$ cat src/rtl/av_st_arb_pkg.sv
// Shared types and default widths for the two-source Avalon-ST packet arbiter.
// The beat struct is the unit moved through the input mux and the output stage.
package av_st_arb_pkg;

    localparam int DATA_WIDTH  = 24;
    localparam int EMPTY_WIDTH = 2;
    localparam int CNT_WIDTH   = 16;

    typedef enum logic {
        IDLE  = 1'b0,
        GRANT = 1'b1
    } state_t;

    typedef struct packed {
        logic [DATA_WIDTH-1:0]  data;
        logic                   sop;
        logic                   eop;
        logic [EMPTY_WIDTH-1:0] empty;
    } beat_t;

    // One stage entry: the beat plus the index of the source that produced it.
    typedef struct packed {
        logic  channel;
        beat_t beat;
    } stage_entry_t;

endpackage

$ cat src/rtl/av_st_pipe_stage.sv
// One-entry registered output stage. It accepts a new entry whenever it is
// empty or the sink is draining it in the same cycle.
module av_st_pipe_stage #(
    parameter int WIDTH = 28
) (
    input  logic             clk,
    input  logic             reset_n,
    input  logic             in_valid,
    input  logic [WIDTH-1:0] in_payload,
    output logic             ready,
    input  logic             out_ready,
    output logic             out_valid,
    output logic [WIDTH-1:0] out_payload
);

    assign ready = !out_valid || out_ready;

    // NOTE: sequential state uses non-blocking assignments so every register
    // samples pre-edge values regardless of process evaluation order.
    always_ff @(posedge clk or negedge reset_n) begin
        if (!reset_n) begin
            out_valid   <= 1'b0;
            out_payload <= '0;
        end else if (ready) begin
            out_valid <= in_valid;
            if (in_valid) begin
                out_payload <= in_payload;
            end
        end
    end

endmodule

$ cat src/rtl/av_st_packet_arbiter.sv
// Round-robin, packet-granular arbiter sharing one Avalon-ST sink between two
// sources, with a registered output stage and a saturating stray-beat counter.
module av_st_packet_arbiter
    import av_st_arb_pkg::*;
#(
    parameter int DATA_WIDTH  = av_st_arb_pkg::DATA_WIDTH,
    parameter int EMPTY_WIDTH = av_st_arb_pkg::EMPTY_WIDTH,
    parameter int CNT_WIDTH   = av_st_arb_pkg::CNT_WIDTH
) (
    input  logic                   clk,
    input  logic                   reset_n,
    input  logic                   enable,

    output logic                   in0_ready,
    input  logic                   in0_valid,
    input  logic [DATA_WIDTH-1:0]  in0_data,
    input  logic                   in0_startofpacket,
    input  logic                   in0_endofpacket,
    input  logic [EMPTY_WIDTH-1:0] in0_empty,

    output logic                   in1_ready,
    input  logic                   in1_valid,
    input  logic [DATA_WIDTH-1:0]  in1_data,
    input  logic                   in1_startofpacket,
    input  logic                   in1_endofpacket,
    input  logic [EMPTY_WIDTH-1:0] in1_empty,

    input  logic                   out_ready,
    output logic                   out_valid,
    output logic [DATA_WIDTH-1:0]  out_data,
    output logic                   out_startofpacket,
    output logic                   out_endofpacket,
    output logic [EMPTY_WIDTH-1:0] out_empty,
    output logic                   out_channel,

    output logic                   busy,
    output logic [CNT_WIDTH-1:0]   drop_count
);

    localparam int STAGE_W = $bits(stage_entry_t);

    state_t       state, state_next;
    logic         grant, grant_next;
    logic         ptr, ptr_next;
    logic         load;
    logic         cand0, cand1;
    logic         drop0, drop1;
    logic         accept;
    beat_t        beat0, beat1;
    stage_entry_t sel_entry, out_entry;
    logic         sel_valid;

    always_comb begin
        beat0.data  = in0_data;
        beat0.sop   = in0_startofpacket;
        beat0.eop   = in0_endofpacket;
        beat0.empty = in0_empty;
        beat1.data  = in1_data;
        beat1.sop   = in1_startofpacket;
        beat1.eop   = in1_endofpacket;
        beat1.empty = in1_empty;

        cand0 = in0_valid && in0_startofpacket;
        cand1 = in1_valid && in1_startofpacket;
        drop0 = (state == IDLE) && in0_valid && !in0_startofpacket;
        drop1 = (state == IDLE) && in1_valid && !in1_startofpacket;

        sel_entry.channel = grant;
        sel_entry.beat    = grant ? beat1 : beat0;
        sel_valid         = grant ? in1_valid : in0_valid;
        accept            = (state == GRANT) && sel_valid && load;
    end

    // NOTE: every output of this block gets a default first, so no path
    // through the case leaves a signal unassigned and no latch is inferred.
    always_comb begin
        state_next = state;
        grant_next = grant;
        ptr_next   = ptr;
        in0_ready  = drop0;
        in1_ready  = drop1;

        unique case (state)
            IDLE: begin
                if (enable && (cand0 || cand1)) begin
                    state_next = GRANT;
                    grant_next = ptr ? cand1 : !cand0;
                end
            end
            GRANT: begin
                in0_ready = !grant && load;
                in1_ready = grant && load;
                if (accept && sel_entry.beat.eop) begin
                    state_next = IDLE;
                    ptr_next   = !grant;
                end
            end
            default: state_next = IDLE;
        endcase
    end

    always_ff @(posedge clk or negedge reset_n) begin
        if (!reset_n) begin
            state <= IDLE;
            grant <= 1'b0;
            ptr   <= 1'b0;
        end else begin
            state <= state_next;
            grant <= grant_next;
            ptr   <= ptr_next;
        end
    end

    // Add up to two dropped beats per cycle, clamping at the all-ones value.
    logic [CNT_WIDTH:0] drop_sum;
    always_comb begin
        drop_sum = {1'b0, drop_count} + (CNT_WIDTH + 1)'(drop0) + (CNT_WIDTH + 1)'(drop1);
    end

    always_ff @(posedge clk or negedge reset_n) begin
        if (!reset_n) begin
            drop_count <= '0;
        end else if (drop_sum[CNT_WIDTH]) begin
            drop_count <= '1;
        end else begin
            drop_count <= drop_sum[CNT_WIDTH-1:0];
        end
    end

    av_st_pipe_stage #(
        .WIDTH (STAGE_W)
    ) u_out_stage (
        .clk         (clk),
        .reset_n     (reset_n),
        .in_valid    (accept),
        .in_payload  (sel_entry),
        .ready       (load),
        .out_ready   (out_ready),
        .out_valid   (out_valid),
        .out_payload (out_entry)
    );

    assign out_data          = out_entry.beat.data;
    assign out_startofpacket = out_entry.beat.sop;
    assign out_endofpacket   = out_entry.beat.eop;
    assign out_empty         = out_entry.beat.empty;
    assign out_channel       = out_entry.channel;
    assign busy              = (state == GRANT);

endmodule
$ cat config.mk
export PLATFORM = sky130hd
export DESIGN_NAME = av_st_packet_arbiter
export DESIGN_NICKNAME = d
export VERILOG_FILES = /design/src/rtl/av_st_arb_pkg.sv /design/src/rtl/av_st_pipe_stage.sv /design/src/rtl/av_st_packet_arbiter.sv
export SDC_FILE = /design/constraint.sdc
export NUM_CORES = 1
export LEC_CHECK = 0
export BUFFER_PORTS_ARGS = -buffer_cell sky130_fd_sc_hd__buf_2
export CORE_ASPECT_RATIO = 0.7
export CORE_MARGIN = 2
export CORE_UTILIZATION = 41
export DETAILED_ROUTE_END_ITERATION = 6
export GPL_ROUTABILITY_DRIVEN = 0
export PLACE_DENSITY = 0.78
export SYNTH_ARGS = -nofsm -noshare
export SYNTH_HDL_FRONTEND = slang
export SYNTH_HIERARCHICAL = 1
export SYNTH_SLANG_ARGS = --single-unit
$ cat constraint.sdc
create_clock -name clk -period 2.45 [get_ports clk]
set_clock_uncertainty 0.15 [all_clocks]
set_input_delay 0.735 -clock clk [delete_from_list [all_inputs] [get_ports clk]]
set_output_delay 0.735 -clock clk [all_outputs]
set_load 0.005 [all_outputs]
==> results.yml, run 1 <==
layout:
  area_delta_synth_final_pct: 32.1
  fin_area_um2: 3390
  num_antenna_cells: 0
  num-fill-cells: 578
  layout.cells.non_filler: 402
  multi_input_area_um2: 1290
  regArea_um2: 1230
  layout_common_cells: "buf_2, mux2_2, dfrtp_1, buf_4"
  num-nets-final: 387
  final_common_cell: "buf_2"
  drive_above_1_share: 0.639
placed_design:
  placed_area_um2: 3280
  place_inst: 394
  post-dp-hpwl_um: 4490
  portBuffers: 110
global_routing:
  grt_pass1_wl_um: 9860
  grt_max_degree: 29
  gr-total-overflow: 0
  antenna_found_initial: 0
  grt_use_total: 0.174
  grt_pass1_vias: 2126
timing:
  worst_pin_slew_ns: 0.513
  hold_viol: 0
  tns_ns: 0
  period_share: 0.957
  rsz0062_at_grt: "no"
  finalMaxSlewViolations: 0
  whs_ns: 0.254
  period_minus_slack_ns: 2.34
  setup_viol: 0
  relSlewSlack: 0.658
  fmax_mhz: 427
power_and_ir_drop:
  ir_worst_vdd_mv: 0.394
  net-switching-power_w: 0.00109
  combinationalPowerShare: 0.453
  swShare: 0.324
  clock_power_share: 0.134
  total_power_w: 0.00336
  sequentialPowerShare: 0.413
  leakage_nw: 1.68
  p_int_w: 0.00227
  powerDensity_nw_per_um2: 990
drt:
  antenna_left: 0
  avgRoutedWirePerCell_um: 14.8
  via_count: 2094
  drt_pass1_iterations: 4
  drc: 0
  wirelength_um: 5950
  via_per_inst: 5.21
  drt_iter0_markers: 132
clocking:
  clockBufferDepth: 2
  clockRootBuffer: "clkbuf_8"
  postCtsSetupRepairBufs: 0
  clock_sinks: 49
  cts.clk_slew.worst_paths_ns: 0.09
  cts_htree_levels: 2
  cts_tree: "yes"
  clk_latency_ns: 0.29
  cts_buffers: 5
  post_cts_resize_count: 0
  cts_hold_buffers: 0
synthesis:
  synth_edf_count: 0
  syn_area_um2: 2560
  synth-seq-area-share: 0.478
  synthesis.nets: 266
  synthArstFlopShare: 1.00
  synthFlopType: "dfrtp_1"
  synth_seq_cells: 49
  yosysWarnings: 6
  netlist_instances: 202
  synth_cell_types: 45
  avgSynthCellArea_um2: 12.7
setup_path:
  arrival_ns: 1.46
  worstSetupStartpoint: "in1_valid"
  worst_setup_path_end_kind: "output pin"
  worstPathRequired_ns: 1.56
  timing_worst_setup_path_type: "input port to output pin"
  r2r-start: "busy$_DFF_PN0_"
  worstSetupStartpointType: "input port"
  cp_max_fo: 2
outcome:
  status: "finished clean"
floorplan:
  coreArea_um2: 6130
  row_count: 24
  die_w_um: 98.5
  initial_core_util: 0.419
  dieArea_um2: 6910
  ioPinCount: 111
  die_h_um: 70.2
worst_hold_path:
  holdCritPathClass: "input port to async pin"
job:
  cap_violations: 0
through the flow:
step | worst slack (ns) | utilization
after global placement | -0.120 | 0.536
final | 0.106 | 0.553
after detailed placement | -0.216 | 0.536
after floorplan | 0.0125 | -
after CTS | 0.0563 | 0.550
after global routing | 0.00450 | 0.553
path summary, 6_finish.rpt:
path	end	slack, ns	cells past startpoint
max in group asynchronous	busy$_DFF_PN0_	1.36	2
min in group clk	u_out_stage/out_payload[7]$_DFFE_PN0P_	0.35	1
min	drop_count[12]$_DFF_PN0_	0.25	1
max	in1_ready	0.11	5
max reg2reg	drop_count[12]$_DFF_PN0_	0.15	8
min reg2reg	u_out_stage/out_payload[7]$_DFFE_PN0P_	0.35	1
critical path, stage by stage:
cell	delay, ns
buf_2	0.10
nor3b_2	0.16
buf_4	0.14
a31o_2	0.20
buf_2	0.12
layer usage:
layer | GRT usage | vias up | share of wire
met3 | 0.0420 | 6 | 0.081
met4 | 0.0563 | 0 | 0.012
met5 | 0 | - | 0
li1 | - | 997 | -
met2 | 0.281 | 103 | 0.48
met1 | 0.232 | 988 | 0.43
area by class of cell:
type / instances / share of cell area
clock buffers: 6 / 0.0214
clock inverters: 2 / 0.00295
inverters: 3 / 0.00332
multi-input cells: 140 / 0.380
flip-flops and latches: 49 / 0.362
well taps: 78 / 0.0288
repair buffers: 124 / 0.201
Yosys cell counts, drive strengths merged, types with 2 or more instances:
cell type / instances / area (um2)
nand2b: 3 / 26.3
a31oi: 3 / 18.8
nand2: 11 / 43.8
nand4: 7 / 58.8
buf: 4 / 42.5
nor3b: 2 / 15.0
o32a: 2 / 20.0
or4: 3 / 27.5
nand3: 7 / 35.0
o41ai: 2 / 17.5
or2b: 2 / 15.0
and4: 3 / 28.8
clkbuf: 6 / 23.8
a21oi: 2 / 10.0
xnor2: 2 / 17.5
nor2: 3 / 11.3
mux2: 60 / 713
dfrtp: 49 / 1230
inv: 3 / 11.3
and3: 4 / 26.3
o21ai: 7 / 35.0
nor4: 5 / 31.3
state kept, by name (all words and copies together) (netlist names):
name and cells:
ptr 1, u_out_stage/out_payload 29, busy 1, drop_count 16, grant 1, u_out_stage/out_valid 1
logic make-up (layout without fill, tap and decap cells):
kind of cell / after synthesis / count (layout) / synth area share
mux: 61 / 61 / 0.282
simple gates: 53 / 53 / 0.132
flops: 49 / 49 / 0.478
compound gates: 22 / 22 / 0.0581
buf+inv: 13 / 135 / 0.0302
fa+ha+maj: 2 / 2 / 0.0127
xor+xnor: 2 / 2 / 0.00683
power by group through the flow:
| stage | Clock [W] | Combinational [W] | Sequential [W] |
|---|---|---|---|
| global route | 0.000508 | 0.00167 | 0.00144 |
| detailed placement | 0 | 0.00154 | 0.00139 |
| CTS | 0.000473 | 0.00155 | 0.00138 |
| finish | 0.000451 | 0.00152 | 0.00139 |
| global placement | 0 | 0.00151 | 0.00138 |
| floorplan | 0 | 0.000961 | 0.00137 |
Power figures use the tool's default switching activity.
==> inputs of run 2 (changes only) <==
==> constraint.sdc (replaced) <==
create_clock -name clk -period 2 [get_ports clk]
set_clock_uncertainty 0.15 [all_clocks]
set_input_delay 0.6 -clock clk [delete_from_list [all_inputs] [get_ports clk]]
set_output_delay 0.6 -clock clk [all_outputs]
set_load 0.005 [all_outputs]
==> run 2 against run 1 <==
The flow now finishes with violations (setup timing). Combinational power grew 43%. Via count is 3.9% higher. Total power is 32% higher. Sequential share of layout area shrank 2.7 points. Sequential power is 22% higher. Flip-flop and latch count did not move. Global-route usage up 1.1 points. Die area unchanged. Core utilization is 4.5 points higher. Design area is 8.1% higher. Largest cell class unchanged.
==> results.yml, run 2 (synthesis results as in run 1) <==
outcome:
  status: "finished, violations left"
  violations: "setup timing"
job:
  cap_violations: 0
layout:
  regArea_um2: 1230
  num_antenna_cells: 0
  largest_reg_flops: 29
  max_flop_register: "u_out_stage/out_payload"
  num-nets-final: 401
  final_common_cell: "buf_2"
  area_delta_synth_final_pct: 42.7
  reg_top3: "u_out_stage/out_payload (29), drop_count (16)"
  drive_above_1_share: 0.692
  post-route-util: 0.598
  num-fill-cells: 505
  fin_area_um2: 3660
  layout_common_cells: "buf_2, mux2_2, dfrtp_1, buf_4, mux2_4"
  layout.cells.non_filler: 416
  multi_input_area_um2: 1430
global_routing:
  grt_pass1_vias: 2145
  gr-total-overflow: 0
  grt_pass1_wl_um: 10300
  grt_use_total: 0.185
  grt_max_degree: 34
  antenna_found_initial: 0
power_and_ir_drop:
  powerDensity_nw_per_um2: 1210
  leakage_nw: 1.81
  total_power_w: 0.00443
  ir_worst_vdd_mv: 0.639
floorplan:
  die_h_um: 70.2
  initial_core_util: 0.419
  coreArea_um2: 6130
  dieArea_um2: 6910
  ioPinCount: 111
  die_w_um: 98.5
  row_count: 24
timing:
  worst_pin_slew_ns: 0.414
  finalMaxSlewViolations: 0
  period_minus_slack_ns: 2.21
  rsz0062_at_grt: "yes"
  period_share: 1.11
  hold_viol: 0
  relSlewSlack: 0.724
  setup_ws_ns: -0.211
  fmax_mhz: 452
  setup_viol: 18
setup_path:
  cp_max_fo: 7
  worst_setup_path_end_kind: "flop"
  timing_worst_setup_path_type: "flop to flop"
  worstPathRequired_ns: 2.09
  worstSetupStartpoint: "busy$_DFF_PN0_"
  arrival_ns: 2.30
  worstSetupStartpointType: "flop"
  r2r-start: "busy$_DFF_PN0_"
  r2r_slack_ns: -0.21
drt:
  drc: 0
  via_per_inst: 5.23
  m1WireLength_um: 2820
  wl_met3_um: 312
  wl_met2_um: 3380
  antenna_left: 0
  wirelength_um: 6640
  drt_iter0_markers: 140
  avgRoutedWirePerCell_um: 16.0
  via_count: 2176
  highest_layer: "met4"
  drt_pass1_iterations: 4
placed_design:
  portBuffers: 110
  placed_area_um2: 3400
  place_ws_ns: -0.421
  post-dp-hpwl_um: 4810
  place_inst: 401
clocking:
  clockBufferDepth: 2
  cts_buffers: 5
  clockRootBuffer: "clkbuf_8"
  clock_sinks: 49
  cts_htree_levels: 2
  clk_latency_ns: 0.29
  cts_tree: "yes"
  cts.clk_slew.worst_paths_ns: 0.09
worst_hold_path:
  holdCritPathClass: "input port to async pin"
run 2: worst max-delay path, stage by stage (launching register included):
cell     delay [ns]
dfrtp_1        0.44
nor3b_4        0.25
fa_2           0.30
ha_4           0.19
nand4_1        0.15
or4_4          0.50
or2b_1         0.18
run 2: per-stage QoR:
| step | hold WS, ns | setup TNS, ns |
|---|---|---|
| final | 0.0842 | -2.38 |
| after global routing | 0.0960 | -3.34 |
| after CTS | 0.0889 | -1.43 |
| after detailed placement | 0.337 | -8.30 |
| after global placement | 0.333 | -5.95 |
| after floorplan | 0.154 | -2.37 |
run 2: what timing repair did:
action                                  CTS  global route
resized for setup                        11            17
endpoints found under the setup margin   17            18
pin swaps                                 2             0
gates cloned                              0             1
setup buffers                             2             5
hold buffers                              0             0
run 2: worst paths after layout:
path                       cells past startpoint                                       to
setup / recovery                               6                  drop_count[0]$_DFF_PN0_
max in group asynchronous                      2                        grant$_DFFE_PN0P_
hold reg to reg                                1  u_out_stage/out_payload[10]$_DFFE_PN0P_
hold / removal                                 1   u_out_stage/out_payload[4]$_DFFE_PN0P_
setup reg to reg                               6                  drop_count[0]$_DFF_PN0_
min in group clk                               1  u_out_stage/out_payload[10]$_DFFE_PN0P_
run 2: power by group:
group          switching (W)  internal [W]  total, W
Sequential          0.000295       0.00140   0.00169
Clock               0.000318      0.000248  0.000567
Combinational       0.000847       0.00132   0.00217
Total                0.00146       0.00297   0.00443
run 2: final cells by class:
class	instances	area share
Clock inverter	1	0.00205
Clock buffer	7	0.0208
Timing Repair Buffer	137	0.221
Sequential cell	49	0.335
Inverter	3	0.00308
Multi-Input combinational cell	141	0.391
Tap cell	78	0.0267
run 2: metal layers:
layer  track usage  vias up
met2         0.324       64
met4        0.0472        0
li1              -     1028
met1         0.239     1074
met3        0.0330       10
met5             0        -
